===== src/rtl/comp_result_merger.sv =====
// Merges round-robin per-core compressed streams into one wide AXI4-Stream.
// Optional statistics counters are built when COMP_MERGER_STATS_EN is defined.
module comp_result_merger #(
  parameter int N_CORES  = 4,
  parameter int IN_BITS  = 64,
  parameter int OUT_BITS = 512
) (
  input  logic                          clk,
  input  logic                          rst_n,
  input  logic [N_CORES*IN_BITS-1:0]    s_tdata,
  input  logic [N_CORES*IN_BITS/8-1:0]  s_tkeep,
  input  logic [N_CORES-1:0]            s_tlast,
  input  logic [N_CORES-1:0]            s_tvalid,
  output logic [N_CORES-1:0]            s_tready,
  output logic [OUT_BITS-1:0]           m_tdata,
  output logic [OUT_BITS/8-1:0]         m_tkeep,
  output logic                          m_tlast,
  output logic                          m_tvalid,
  input  logic                          m_tready
`ifdef COMP_MERGER_STATS_EN
  ,
  output logic [31:0]                   pkt_count,
  output logic [31:0]                   stall_count
`endif
);

  localparam int R      = OUT_BITS / IN_BITS;
  localparam int KB     = IN_BITS / 8;
  localparam int CUR_W  = (N_CORES > 1) ? $clog2(N_CORES) : 1;
  localparam int SLOT_W = $clog2(R);
  localparam logic [CUR_W-1:0]  LAST_CORE = CUR_W'(N_CORES - 1);
  localparam logic [SLOT_W-1:0] LAST_SLOT = SLOT_W'(R - 1);

  logic [CUR_W-1:0]    cur_reg;
  logic [SLOT_W-1:0]   slot_reg;
  logic                sealed_reg;
  logic                p_last_reg;
  logic [IN_BITS-1:0]  p_data_reg [R];
  logic [KB-1:0]       p_keep_reg [R];

  logic [N_CORES-1:0]  core_sel;
  logic [IN_BITS-1:0]  in_data;
  logic [KB-1:0]       in_keep;
  logic                in_last;
  logic                in_valid;
  logic                room;
  logic                accept;
  logic                seal;
  logic                move;
  logic [OUT_BITS-1:0]   p_data_flat;
  logic [OUT_BITS/8-1:0] p_keep_flat;

  genvar gi;
  generate
    for (gi = 0; gi < N_CORES; gi++) begin : g_core
      assign core_sel[gi] = (cur_reg == CUR_W'(gi));
      assign s_tready[gi] = core_sel[gi] & rst_n & room;
    end
    for (gi = 0; gi < R; gi++) begin : g_slot
      assign p_data_flat[gi*IN_BITS +: IN_BITS] = p_data_reg[gi];
      assign p_keep_flat[gi*KB +: KB]           = p_keep_reg[gi];
    end
  endgenerate

  always_comb begin
    in_data  = '0;
    in_keep  = '0;
    in_last  = 1'b0;
    in_valid = 1'b0;
    for (int i = 0; i < N_CORES; i++) begin
      if (core_sel[i]) begin
        in_data  = s_tdata[i*IN_BITS +: IN_BITS];
        in_keep  = s_tkeep[i*KB +: KB];
        in_last  = s_tlast[i];
        in_valid = s_tvalid[i];
      end
    end
  end

  // P may accept whenever it is not holding a sealed word that cannot leave this cycle.
  assign room   = !sealed_reg || !m_tvalid || m_tready;
  assign accept = rst_n && in_valid && room;
  assign seal   = accept && ((slot_reg == LAST_SLOT) || in_last);
  assign move   = sealed_reg && (!m_tvalid || m_tready);

  always_ff @(posedge clk) begin
    if (!rst_n) begin
      cur_reg    <= '0;
      slot_reg   <= '0;
      sealed_reg <= 1'b0;
      p_last_reg <= 1'b0;
      for (int k = 0; k < R; k++) begin
        p_data_reg[k] <= '0;
        p_keep_reg[k] <= '0;
      end
      m_tdata  <= '0;
      m_tkeep  <= '0;
      m_tlast  <= 1'b0;
      m_tvalid <= 1'b0;
    end else begin
      if (move) begin
        m_tdata  <= p_data_flat;
        m_tkeep  <= p_keep_flat;
        m_tlast  <= p_last_reg;
        m_tvalid <= 1'b1;
      end else if (m_tready) begin
        m_tvalid <= 1'b0;
      end

      if (accept) begin
        // Writing slot 0 clears the rest so a short sealed word carries zero data/keep.
        for (int k = 0; k < R; k++) begin
          if (slot_reg == SLOT_W'(k)) begin
            p_data_reg[k] <= in_data;
            p_keep_reg[k] <= in_keep;
          end else if (slot_reg == '0) begin
            p_data_reg[k] <= '0;
            p_keep_reg[k] <= '0;
          end
        end
        slot_reg <= seal ? '0 : slot_reg + 1'b1;
        if (seal) p_last_reg <= in_last;
        if (in_last) cur_reg <= (cur_reg == LAST_CORE) ? '0 : cur_reg + 1'b1;
      end

      if (seal) sealed_reg <= 1'b1;
      else if (move) sealed_reg <= 1'b0;
    end
  end

`ifdef COMP_MERGER_STATS_EN
  always_ff @(posedge clk) begin
    if (!rst_n) begin
      pkt_count   <= '0;
      stall_count <= '0;
    end else begin
      if (m_tvalid && m_tready && m_tlast) pkt_count <= pkt_count + 32'd1;
      if (in_valid && !room) stall_count <= stall_count + 32'd1;
    end
  end
`endif

endmodule


===== config.mk =====
export PLATFORM = sky130hd
export DESIGN_NAME = comp_result_merger
export DESIGN_NICKNAME = d
export VERILOG_FILES = /design/src/rtl/comp_result_merger.sv
export SDC_FILE = /design/constraint.sdc
export NUM_CORES = 2
export LEC_CHECK = 0
export ABC_CLOCK_PERIOD_IN_PS = 9800
export BUFFER_PORTS_ARGS = -buffer_cell sky130_fd_sc_hd__buf_4
export CAP_MARGIN = 20
export CORE_ASPECT_RATIO = 0.5
export CORE_UTILIZATION = 35
export DETAILED_ROUTE_END_ITERATION = 8
export GPL_TIMING_DRIVEN = 0
export HOLD_SLACK_MARGIN = 0.1
export SYNTH_ARGS = -nofsm -noshare
export SYNTH_HDL_FRONTEND = slang
export SYNTH_SLANG_ARGS = --single-unit

===== constraint.sdc =====
create_clock -name clk -period 9.8 [get_ports clk]
set_input_delay 2.45 -clock clk [delete_from_list [all_inputs] [get_ports clk]]
set_output_delay 2.45 -clock clk [all_outputs]
set_load 0.1 [all_outputs]

==> Word-level counts from Yosys, hierarchy flattened <==
Memories as Yosys holds them, arrays and structs flattened. A register that Yosys moved wholly into a read port is not among the register bits.
Cells that the tools add are included.
{ "totals": {"regBits": 9, "ram_bits": 576, "inputBits": 299, "output_inout_bits": 582, "n_memories": 2} }
{ "memory_table": {"columns": ["name", "words", "word_bits", "rd", "rd_ports_with_merged_regs", "write_ports", "line_no", "text"], "rows": [
  ["p_data_reg", 8, 64, 8, 8, 8, "38", "logic [IN_BITS-1:0] p_data_reg [R];"],
  ["p_keep_reg", 8, 8, 8, 8, 8, "39", "logic [KB-1:0] p_keep_reg [R];"]
]} }
{ "op_classes": {"addsub": 2, "n_eq_ne": 10, "mux": 113, "bitwise_logic": 38, "n_reduce_logical": 32} }
{ "ops": {"columns": ["cell", "count"], "rows": [
  ["$mux 64", 19],
  ["$mux 8", 19],
  ["$mux 1", 73],
  ["$or 1x1->1", 30],
  ["$logic_not 1->1", 18],
  ["$eq 3x3->1 const B", 4],
  ["$and 1x1->1", 8],
  ["$eq 3x2->1 const B", 2],
  ["$eq 2x2->1 const B", 2],
  ["$logic_and 1x1->1", 4],
  ["$logic_or 1x1->1", 4],
  ["$reduce_and 2->1", 2],
  ["$reduce_bool 2->1", 2],
  ["$add 3x1->3 const B", 1],
  ["$eq 3x1->1 const B", 1],
  ["$logic_not 3->1", 1],
  ["$mux 3", 1],
  ["$add 2x1->2 const B", 1],
  ["$eq 2x1->1 const B", 1],
  ["$logic_not 2->1", 1],
  ["$mux 2", 1]
]} }

==> Logic depth before layout (Yosys ltp) <==
{ "logic_depth": {"depth_word": 12, "depth_mapped": 9} }

==> Least setup slack after synthesis <==
Ideal clock, no wire load.
{ "synth_timing": {"path_kind": "in2reg", "from": "in m_tready", "to": "mem p_data_reg[3][0], enable pin", "setup_ns": 0.609, "arrival_time_ns": 8.239, "required_ns": 9.191, "setup_slack_ns": 0.952, "path_stages": 3, "path_buffers": 0, "cell_sequence": "nand3b_1 -> nand3_1 -> o31ai_1"} }
{ "synth_rtl": {"columns": ["element", "line_no", "text"], "rows": [
  ["start: declaration", "19", "input logic m_tready"],
  ["end: declaration", "38", null]
]} }

==> Final worst setup path <==
{ "layout_timing": {"from": "in rst_n", "to": "out s_tready[3]"} }
{ "layout_via": {"elab_chain_len": 2} }
{ "layout_rtl": {"columns": ["element", "line_no", "text"], "rows": [
  ["start: declaration", "9", "input logic rst_n,"],
  ["$and 1x1->1 (2 in series)", "57", "assign s_tready[gi] = core_sel[gi] & rst_n & room;"],
  ["end: declaration", "14", "output logic [N_CORES-1:0] s_tready,"]
]} }
No other way between the ends.

==> summary.md <==
| Metric | Value |
|---|---|
| Setup repair bufs after CTS | 0 |
| Worst-Margin Slew | 1538 ps |
| Yosys cell types | 34 |
| Synth Area in XOR/XNOR | 0 |
| Clock share of power | 0.288 |
| First-pass GRT wire length | 256.4 mm |
| Final ANT Viol Nets | 0 |
| YS warnings | 0 |
| Post-Syn Nets | 4598 |
| Post-synthesis cell area | 42350 µm² |
| Setup TNS | 0 ps |
| Worst Hold Class | register to register |
| WP data arrival | 4140 ps |
| Yosys top cell by area | edfxtp_1 |
| Post-place setup slack | 2952 ps |
| Worst-Skew Late Latency | 740 ps |
| Initial antenna violation count | 22 |
| Combinational Power Share | 0.288 |
| Pleak | 21.60 nW |
| Most frequent cells in the layout | nand2_1, buf_4, a21oi_1, dfxtp_1, nor2_1 |
| Adder-cell share of the synthesized area | 0.002954 |
| Compound-Gate Fraction of Synth Area | 0.1103 |
| Starting Density | 0.3561 |
| Slew margin rel. | -0.02540 |
| Vias in the first global route | 33800 |
| Clk sinks | 1161 |
| Share of cells above drive strength 1 | 0.2119 |
| Total power divided by cell area | 277.3 nW/µm² |
| Sequential fraction of the synthesis area | 0.6849 |
| WS Path Type | input port to output pin |
| Fmax achieved | 151.7 MHz |
| Post_cts resized | 0 |
| VDD IR max | 0.1319 mV |
| Total CTS buffers | 104 |
| Via count | 36840 |
| FFs w/ async S/R, synth | 0 |
| GRT Total Usage | 0.3014 |
| Area of the core | 118900 µm² |
| Fin. Hold Viols | 0 |
| Simple-gate area share of the yosys netlist | 0.1649 |
| Worst-case clock buffer depth | 3 |
| Startpoint class of the critical path | input port |
| Final core occ | 0.4673 |
| Setup violations, final | 0 |
| Crit end category | output pin |
| Failing checks | slew limit |
| Cell count after synthesis | 4289 |
| Total wire length | 191.6 mm |
| Switch share | 0.3774 |
| WL/cell | 27.18 µm |
| Final Wtd Congestion | 0.9922 |
| EDFF count, synth | 576 |
| I/O Buffers | 879 |
| Switch Pwr | 5.818 mW |
| Syn_area_per_cell | 9.874 µm² |
| Vias per cell | 5.226 |
| CTS tree | yes |
| Top cells by area, synth | edfxtp_1, dfxtp_1, nand2_1, a21oi_1, nor2_1 |
| CTS clk-pin slew, worst paths | 60 ps |
| Hold Buf Count CTS | 0 |
| Post-synthesis mux area share | 0.0004727 |
| Int Pwr | 9.596 mW |
| Die Y-Extent | 248.0 µm |
| Clock root buffer master | clkbuf_16 |
| Die X | 493.9 µm |
| Commonest non-fill, non-tap cell in the layout | nand2_1 |
| Pin count of the biggest net entering global routing | 48 |
| RSZ-0062 raised after global routing | no |
| Main synth FF type | dfxtp_1 |
| Total congestion overflow | 0 |
| Setup WS post-layout | 3206 ps |
| Largest family of logic cells by synthesized area | simple AND/OR/NAND/NOR gates |
| CP max FO | 10 |
| Drt pass-1 iters | 6 |
| Post-detail-place hpwl | 147.6 mm |
| Yosys top cell area share | 0.4084 |
| Io pins | 881 |
| Initial DRC count | 4166 |
| Synthesis-to-layout area growth | 31.23% |
| Layout Nets | 5657 |
| Final slew viol count | 48 |
| Clock skew | 28.10 ps |
| FP Rows | 89 |
| Die Footprint | 122500 µm² |
| Flop pwr share | 0.424 |
| R2R Setup Slk | 5100 ps |
| Max cap viols | 0 |
| FF+latch count, synth | 1161 |
| Final min period | 6594 ps |
| Tcrit/Tclk final | 0.6728 |
| Outcome | complete, but fails checks |
| Residual DRC count | 0 |
| CP required | 7350 ps |
| # H-tree levels | 3 |
critical path, cell delays in order:
cell	delay (ps)
buf_2	320
clkbuf_1	760
and3_1	300
buf_4	290
cell usage after synthesis (all sizes together) (3+ instances only):
| cell type | count |
|---|---|
| ha | 10 |
| nand4 | 5 |
| nand3 | 6 |
| buf | 53 |
| nor2 | 581 |
| nand3b | 3 |
| a21oi | 724 |
| and3 | 6 |
| nor2b | 3 |
| nand2 | 1230 |
| clkbuf | 258 |
| a22oi | 72 |
| o211ai | 3 |
| edfxtp | 576 |
| o31ai | 3 |
| o21ai | 72 |
| inv | 81 |
| dfxtp | 585 |
cells by family (layout without fill, tap and decap cells):
family	after synthesis	in the layout
other	0	18
adder cells (fa/ha/maj)	10	10
flip-flops	1161	1161
buffers and inverters	392	1543
AND/OR/NAND/NOR	1840	1840
AO/OA/AOI/OAI	884	884
multiplexers	2	2
power by group through the flow:
stage	logic [mW]	clock network, mW	registers (mW)
after global placement	4.13	0	6.71
after CTS	4.35	4.47	6.53
final	4.44	4.44	6.53
after global routing	4.57	4.67	6.60
after floorplan	1.40	0	7.60
after detailed placement	4.34	0	6.62
worst paths after layout:
| kind | end | from | depth (start not counted) |
|---|---|---|---|
| max | s_tready[3] | rst_n | 4 |
| min | m_tdata[158] | m_tdata[158] | 2 |
| max reg2reg | p_keep_reg[4][2] | cur_reg[0] | 8 |
| min reg2reg | m_tdata[158] | m_tdata[158] | 2 |
through the flow:
step	cell area [µm²]	hold WS, ps	cells	total power, mW
floorplan	42350	432.2	4289	9.008
global placement	50940	443.0	6760	10.84
detailed placement	51750	447.2	6825	10.96
CTS	55440	456.2	7023	15.35
global route	55560	470.6	7043	15.83
finish	55570	453.8	7050	15.41
final cells by class:
class                      count  area [µm²]
inverter                      81       304.0
tap                         1592        1992
buffer                       311        1252
timing repair buffer         953        7436
clock inverter                46       688.2
multi-input combinational   2736       11840
fill                       11250       63350
sequential                  1161       29010
antenna                       18       45.04
clock buffer                 152        3007
metal layers:
metal,track usage,wire (µm)
met1,0.3898,77070
met2,0.5010,92120
met3,0.05263,14770
met4,0.1237,7628
met5,0,45
(Power assumes the default switching activity.)
